`config.mk`:
```
export PLATFORM = sky130hd
export DESIGN_NAME = maquina_estados_param
export DESIGN_NICKNAME = d
export VERILOG_FILES = /design/src/rtl/maquina_estados_param.sv
export SDC_FILE = /design/constraint.sdc
export NUM_CORES = 1
export LEC_CHECK = 0
export BUFFER_PORTS_ARGS = -buffer_cell sky130_fd_sc_hd__buf_2
export CORE_MARGIN = 2
export CORE_UTILIZATION = 48
export DETAILED_ROUTE_END_ITERATION = 10
export PLACE_DENSITY = 0.77
export SYNTH_ARGS = -nofsm -noshare
export SYNTH_HDL_FRONTEND = slang
export SYNTH_SLANG_ARGS = --single-unit
export TNS_END_PERCENT = 20
```
`constraint.sdc`:
```
create_clock -name clk -period 3.7 [get_ports clk]
set_input_delay 0.185 -clock clk [delete_from_list [all_inputs] [get_ports clk]]
set_output_delay 0.185 -clock clk [all_outputs]
set_load 0.01 [all_outputs]
```
`src/rtl/maquina_estados_param.sv`:
```
// Link power-state controller: watches FIFO empty flags, reports IDLE/ACTIVE/ERROR, latches FIFO thresholds.
// Optional active-cycle counter enabled by defining MAQ_ACT_CNT_EN.
//
// state  | meaning
// RESET  | post-reset, moves to INIT on the next edge
// INIT   | capturing thresholds while init is held
// IDLE   | all FIFOs empty, link may sleep
// ACTIVE | traffic present, counting empty cycles before idling
// ERROR  | captured low threshold above high threshold, waits for init
module maquina_estados_param #(
  parameter int N_CH      = 4,
  parameter int UMB_W     = 3,
  parameter int IDLE_DLY  = 4,
  parameter int ACT_CNT_W = 16
) (
  input  logic             clk,
  input  logic             reset,
  input  logic             init,
  input  logic [UMB_W-1:0] umbral_in_L,
  input  logic [UMB_W-1:0] umbral_in_H,
  input  logic [N_CH-1:0]  emp_in,
  input  logic [N_CH-1:0]  emp_out,
  output logic             idle_out,
  output logic             active_out,
  output logic             error_out,
  output logic [UMB_W-1:0] umbral_out_L,
  output logic [UMB_W-1:0] umbral_out_H,
`ifdef MAQ_ACT_CNT_EN
  output logic [ACT_CNT_W-1:0] act_cycles,
`endif
  output logic [2:0]       state_out
);

  localparam int CNT_W = $clog2(IDLE_DLY + 1);
  localparam logic [CNT_W-1:0] CNT_LAST = CNT_W'(IDLE_DLY - 1);

  if (IDLE_DLY < 1) begin : g_bad_dly
    $error("IDLE_DLY must be at least 1");
  end
  if (ACT_CNT_W < 1) begin : g_bad_act_w
    $error("ACT_CNT_W must be at least 1");
  end

  typedef enum logic [2:0] {
    ST_RESET  = 3'd0,
    ST_INIT   = 3'd1,
    ST_IDLE   = 3'd2,
    ST_ACTIVE = 3'd3,
    ST_ERROR  = 3'd4
  } state_t;

  state_t           state, state_nx;
  logic [CNT_W-1:0] idle_cnt, idle_cnt_nx;
  logic [UMB_W-1:0] umb_l_q, umb_h_q;
  logic             all_empty;

  assign all_empty = (&emp_in) & (&emp_out);

  always_ff @(posedge clk or posedge reset) begin
    if (reset) begin
      state    <= ST_RESET;
      idle_cnt <= '0;
      umb_l_q  <= '0;
      umb_h_q  <= '0;
    end else begin
      state    <= state_nx;
      idle_cnt <= idle_cnt_nx;
      if (state == ST_INIT) begin
        umb_l_q <= umbral_in_L;
        umb_h_q <= umbral_in_H;
      end
    end
  end

  always_comb begin
    state_nx    = state;
    idle_cnt_nx = '0;
    case (state)
      ST_RESET: state_nx = ST_INIT;
      ST_INIT: begin
        if (!init) state_nx = (umbral_in_L > umbral_in_H) ? ST_ERROR : ST_IDLE;
      end
      ST_IDLE: begin
        if (!all_empty) state_nx = ST_ACTIVE;
      end
      ST_ACTIVE: begin
        if (all_empty) begin
          if (idle_cnt == CNT_LAST) state_nx = ST_IDLE;
          else idle_cnt_nx = idle_cnt + 1'b1;
        end
      end
      ST_ERROR: state_nx = ST_ERROR;
      default:  state_nx = ST_RESET;
    endcase
    // init overrides everything except the mandatory RESET -> INIT step
    if (init && (state != ST_RESET)) begin
      state_nx    = ST_INIT;
      idle_cnt_nx = '0;
    end
  end

`ifdef MAQ_ACT_CNT_EN
  always_ff @(posedge clk or posedge reset) begin
    if (reset) begin
      act_cycles <= '0;
    end else if (state == ST_INIT) begin
      act_cycles <= '0;
    end else if ((state == ST_ACTIVE) && !(&act_cycles)) begin
      act_cycles <= act_cycles + 1'b1;
    end
  end
`endif

  assign idle_out     = (state == ST_IDLE);
  assign active_out   = (state == ST_ACTIVE);
  assign error_out    = (state == ST_ERROR);
  assign umbral_out_L = (state == ST_ERROR) ? '0 : umb_l_q;
  assign umbral_out_H = (state == ST_ERROR) ? '0 : umb_h_q;
  assign state_out    = state;

endmodule

```
Yosys cells after proc, flatten, opt, wreduce, memory -nomap -nowiden. Cells that the tools add are included.

Input bits: 17. Output and inout bits: 12. Register bits after elaboration: 12.

$add $sub $neg: 1. Muxes and demuxes: 13. Bitwise gates (word level): 1. Reduce and logical (&&, ||, !) cells: 6. Magnitude comparators: 1. Eq/ne operators: 9.

Operators with widths (count): two-way mux 3 bit (12); case mux 3 bit (5 select lines) (1); AND reduction 4 bit (3); == test 3 x 2 -> 1 bit (second input constant) (3); inequality test 3 x 1 -> 1 bit (second input constant) (2); inequality test 3 x 2 -> 1 bit (second input constant) (2); adder 3 x 1 -> 3 bit (second input constant) (1); == test 3 x 1 -> 1 bit (second input constant) (1); == test 3 bit (second input constant) (1); > comparator 3 bit (1); logical NOT 3 bit (1); nonzero test 3 bit (1); bitwise AND 1 bit (1); logical AND 1 bit (1).

Logic depth before layout (Yosys ltp).
Word-level depth: 5. Depth in mapped cells: 5. Mapped depth without buffers: 5.

Least setup slack after synthesis. OpenSTA, ideal clock, no wires.

Path type: register to register. From: register state[2], in the netlist state_out[2]. To: register idle_cnt[2]. Library setup time: 80 ps. Arrival: 1365 ps. Path slack: 2255 ps. Buffers on the path: 0. Clock period less this slack: 1445 ps. Cell stages (with the launch flop): 4. Path through: dfrtp_1 -> nand2b_2 -> or4_4 -> nor3b_2.

Word-level cells in the longest chain between the ends: 3. Elaborated cells between the ends (all ways): 5. Those cells by class: eq/ne (1); mux (2); reduce/logical (2).

Ends and longest elaborated chain: from (decl) (RTL line 52) `state_t state, state_nx;`; from (signal assigned) (RTL line 66) `state <= state_nx;`; == test 3 x 2 -> 1 bit / nonzero test 3 bit (equally long branches) (RTL line 78, 96); two-way mux 3 bit / logical AND 1 bit (equally long branches) (RTL line 78, 96); two-way mux 3 bit (*) (RTL line 96) `if (init && (state != ST_RESET)) begin`; net idle_cnt_nx[2] (RTL line 53) `logic [CNT_W-1:0] idle_cnt, idle_cnt_nx;`; to (signal assigned) (RTL line 67) `idle_cnt <= idle_cnt_nx;`; to (decl) (RTL line 53).

The timed path passes the listed nets; every way through them passes the cells marked *. A chain may end at the register's enable or synchronous reset.

Worst setup path in the final report.
From: register state[2], in the netlist state_out[2]. To: register umb_h_q[0].

Word-level cells in the longest chain between the ends: 1.

Ends and longest elaborated chain: == test 3 x 1 -> 1 bit (RTL line 68) `if (state == ST_INIT) begin`; to (signal assigned) (RTL line 70) `umb_h_q <= umbral_in_H;`; to (decl) (RTL line 54) `logic [UMB_W-1:0] umb_l_q, umb_h_q;`.

No other way between the ends.

==> summary.md <==
| Metric | Value |
|---|---|
| H-tree depth | 1 |
| Global-route wire length before repair | 2.05 mm |
| Status | finished, final reports clean |
| Cell-internal power | 0.295 mW |
| Seq pwr share | 41.8% |
| Leak pwr | 0.443 nW |
| Final Core Density | 66.4% |
| Die area | 1690 µm² |
| Via Count | 556 |
| Max-slew violation count | 0 |
| DRT iter0 DRCs | 4 |
| Library cells used by synthesis | 24 |
| Worst Skew | 7.66 ps |
| Die W | 41.2 µm |
| Power Density | 492 nW/µm² |
| Root buffer cell | clkbuf_4 |
| Shortest period the worst path allows | 1570 ps |
| Core Region | 1300 µm² |
| Pre-CTS setup slack | 2140 ps |
| Post-Syn Nets | 83 |
| Sequential cell area | 300 µm² |
| Clock Tree Buf Depth | 2 |
| Die Y | 41.2 µm |
| Vias in the first global route | 494 |
| Fillcell total | 121 |
| Setup TNS | 0 ps |
| Worst Max-Slew Pin Slew | 494 ps |
| Yosys warns | 0 |
| DR pass1 iterations | 4 |
| Achievable Freq | 0.638 GHz |
| Max-Cap Viols | 0 |
| Clk pin slew, worst setup/hold paths | 90 ps |
| # DRC | 0 |
| I/O pins | 29 |
| Tightest Hold Check Type | in2reg |
| Slew HR | 66.9% |
| Most frequent cells in the layout | buf_2, dfrtp_1, nor2b_1, mux2_2, inv_1 |
| CTS resizes | 0 |
| Final ANT Viol Nets | 0 |
| Final HPWL DP | 1.07 mm |
| Synth Instances | 62 |
| Vias per inst | 5.10 |
| GRT Residual Overflow | 0 |
| Final-report hold violation count | 0 |
| Fin Hold WS | 159 ps |
| Net Sw Frac | 30.6% |
| Antenna violations before repair | 0 |
| Drt wl/cell | 12.1 µm |
| Post-CTS Hold Buffers | 1 |
| Post-CTS setup buffer count | 0 |
| Initial Utilization | 51.0% |
| N_diodes | 0 |
| Setup crit start kind | flop |
| WHS Path Cells | 2 |
| Largest net degree at the start of global routing | 13 |
| RSZ-0062 raised after global routing | false |
| Total GRT Usage | 19.1% |
| Mapped Avg Cell Area | 10.7 µm² |
| Synthesized area | 663 µm² |
| Std-Cell Rows | 13 |
| Critical path endpoint category | flop |
| Layout cells sized above 1 | 47.9% |
| Final layout net count | 116 |
| Worst-case reg-to-reg path depth | 3 |
| Port bufs | 28 |
| Commonest non-fill, non-tap cell in the layout | buf_2 |
| Final worst path period share | 42.4% |
| Maximum vdd ir drop | 0.252 mV |
| Seq/Total Area, Yosys | 45.3% |
| Combinational share of power | 33.4% |
| Multi-input gate area in the final layout | 340 µm² |
| Final setup violation count | 0 |
| Critical R2R Launch | state_out[2] |
| Clk_lat worst skew | 270 ps |
| TritonCTS Buffers | 3 |
| Worst Path Max Fanout | 7 |
| Clock Power Share | 24.7% |
| Setup WS post-layout | 2130 ps |
| P_sw | 0.130 mW |
| Critical R2R Capture | umb_h_q[0] |
| Setup slack, reg-to-reg | 2130 ps |
| Crit path DAT | 1720 ps |
| CP Class | reg2reg |
| RD Place Congestion | 0.747 |
| Worst Hold Path EP | umb_l_q[0] |
| Register bit total from synthesis | 12 |
| TritonCTS clock tree | built |
| Hold Path Origin | umbral_in_L[0] |
| Routed WL | 1.32 mm |
| Critical Path RT | 3850 ps |
| CTS Sinks | 12 |
| Layout Area Growth over Synthesis | 30.4% |
[how the worst max path moves through the flow]
| stage | end | depth (start not counted) | slack, ps | start |
|---|---|---|---|---|
| finish | umb_h_q[0] | 3 | 2130 | state_out[2] |
| global route | umb_h_q[0] | 3 | 2010 | state_out[2] |
| CTS | umb_h_q[0] | 3 | 2130 | state_out[2] |
| detailed placement | umb_h_q[0] | 3 | 2140 | state_out[2] |
| global placement | umb_h_q[0] | 3 | 2170 | state_out[2] |
| floorplan | idle_cnt[2] | 3 | 2260 | state_out[2] |
[Yosys cell counts]
cell type  number  area share, %
dfrtp_1        12             45
nor2b_1         7            6.6
mux2_2          6             10
inv_1           5            2.8
ha_1            4            7.5
nor2_1          4            2.3
a21oi_1         3            2.3
nor3_1          3            2.3
nand2_1         2            1.1
nor3b_2         2            3.8
a2bb2oi_1       1            1.3
a31o_2          1            1.3
a31oi_1         1           0.94
and2_2          1            1.1
clkbuf_1        1           0.57
nand2b_1        1           0.94
nand2b_2        1            1.3
nand3_1         1           0.75
nand3b_1        1            1.1
nand4_1         1           0.94
nand4b_1        1            1.3
nor4b_1         1            1.3
or3_2           1            1.1
or4_4           1            1.7
[state kept, by name, summed over array words and instances (netlist names)]
signal	cells
idle_cnt	3
state_out	3
umb_h_q	3
umb_l_q	3
[metrics by stage]
step / std cells / area, µm² / total power [mW]
after floorplan: 62 / 663 / 0.269
after global placement: 104 / 818 / 0.319
after detailed placement: 104 / 818 / 0.324
after CTS: 109 / 865 / 0.431
after global routing: 109 / 865 / 0.454
final: 109 / 865 / 0.425
[cell families after synthesis]
logic type / Yosys count / share of synthesized area [%]
simple gates: 28 / 27.7
flops: 12 / 45.3
compound gates: 6 / 5.85
buf+inv: 6 / 3.40
mux: 6 / 10.2
fa+ha+maj: 4 / 7.55
[power groups by stage]
stage | Clock [mW] | Combinational, mW | Sequential (mW)
floorplan | 0 | 0.0913 | 0.178
global placement | 0 | 0.140 | 0.179
detailed placement | 0 | 0.143 | 0.181
CTS | 0.108 | 0.144 | 0.178
global route | 0.114 | 0.158 | 0.183
finish | 0.105 | 0.142 | 0.178
[worst max-delay path: stages (launching register included)]
cell	delay (ps)
dfrtp_1	430
nand2b_2	230
nor2_1	400
mux2_2	390
[cell type report]
cell class | instances | area share (%)
clock buffer | 4 | 4.20
inverter | 5 | 2.17
multi-input combinational | 44 | 39.4
sequential | 12 | 34.7
tap | 15 | 2.17
timing repair buffer | 29 | 17.4
[per-layer routing]
layer / routed length, µm / track usage [%] / vias up
met3: 48 / 4.89 / 2
met1: 601 / 23.6 / 263
met4: 24 / 9.68 / 0
li1: - / - / 279
met2: 640 / 30.5 / 12
met5: 0 / 0 / -
(Power assumes the default switching activity.)
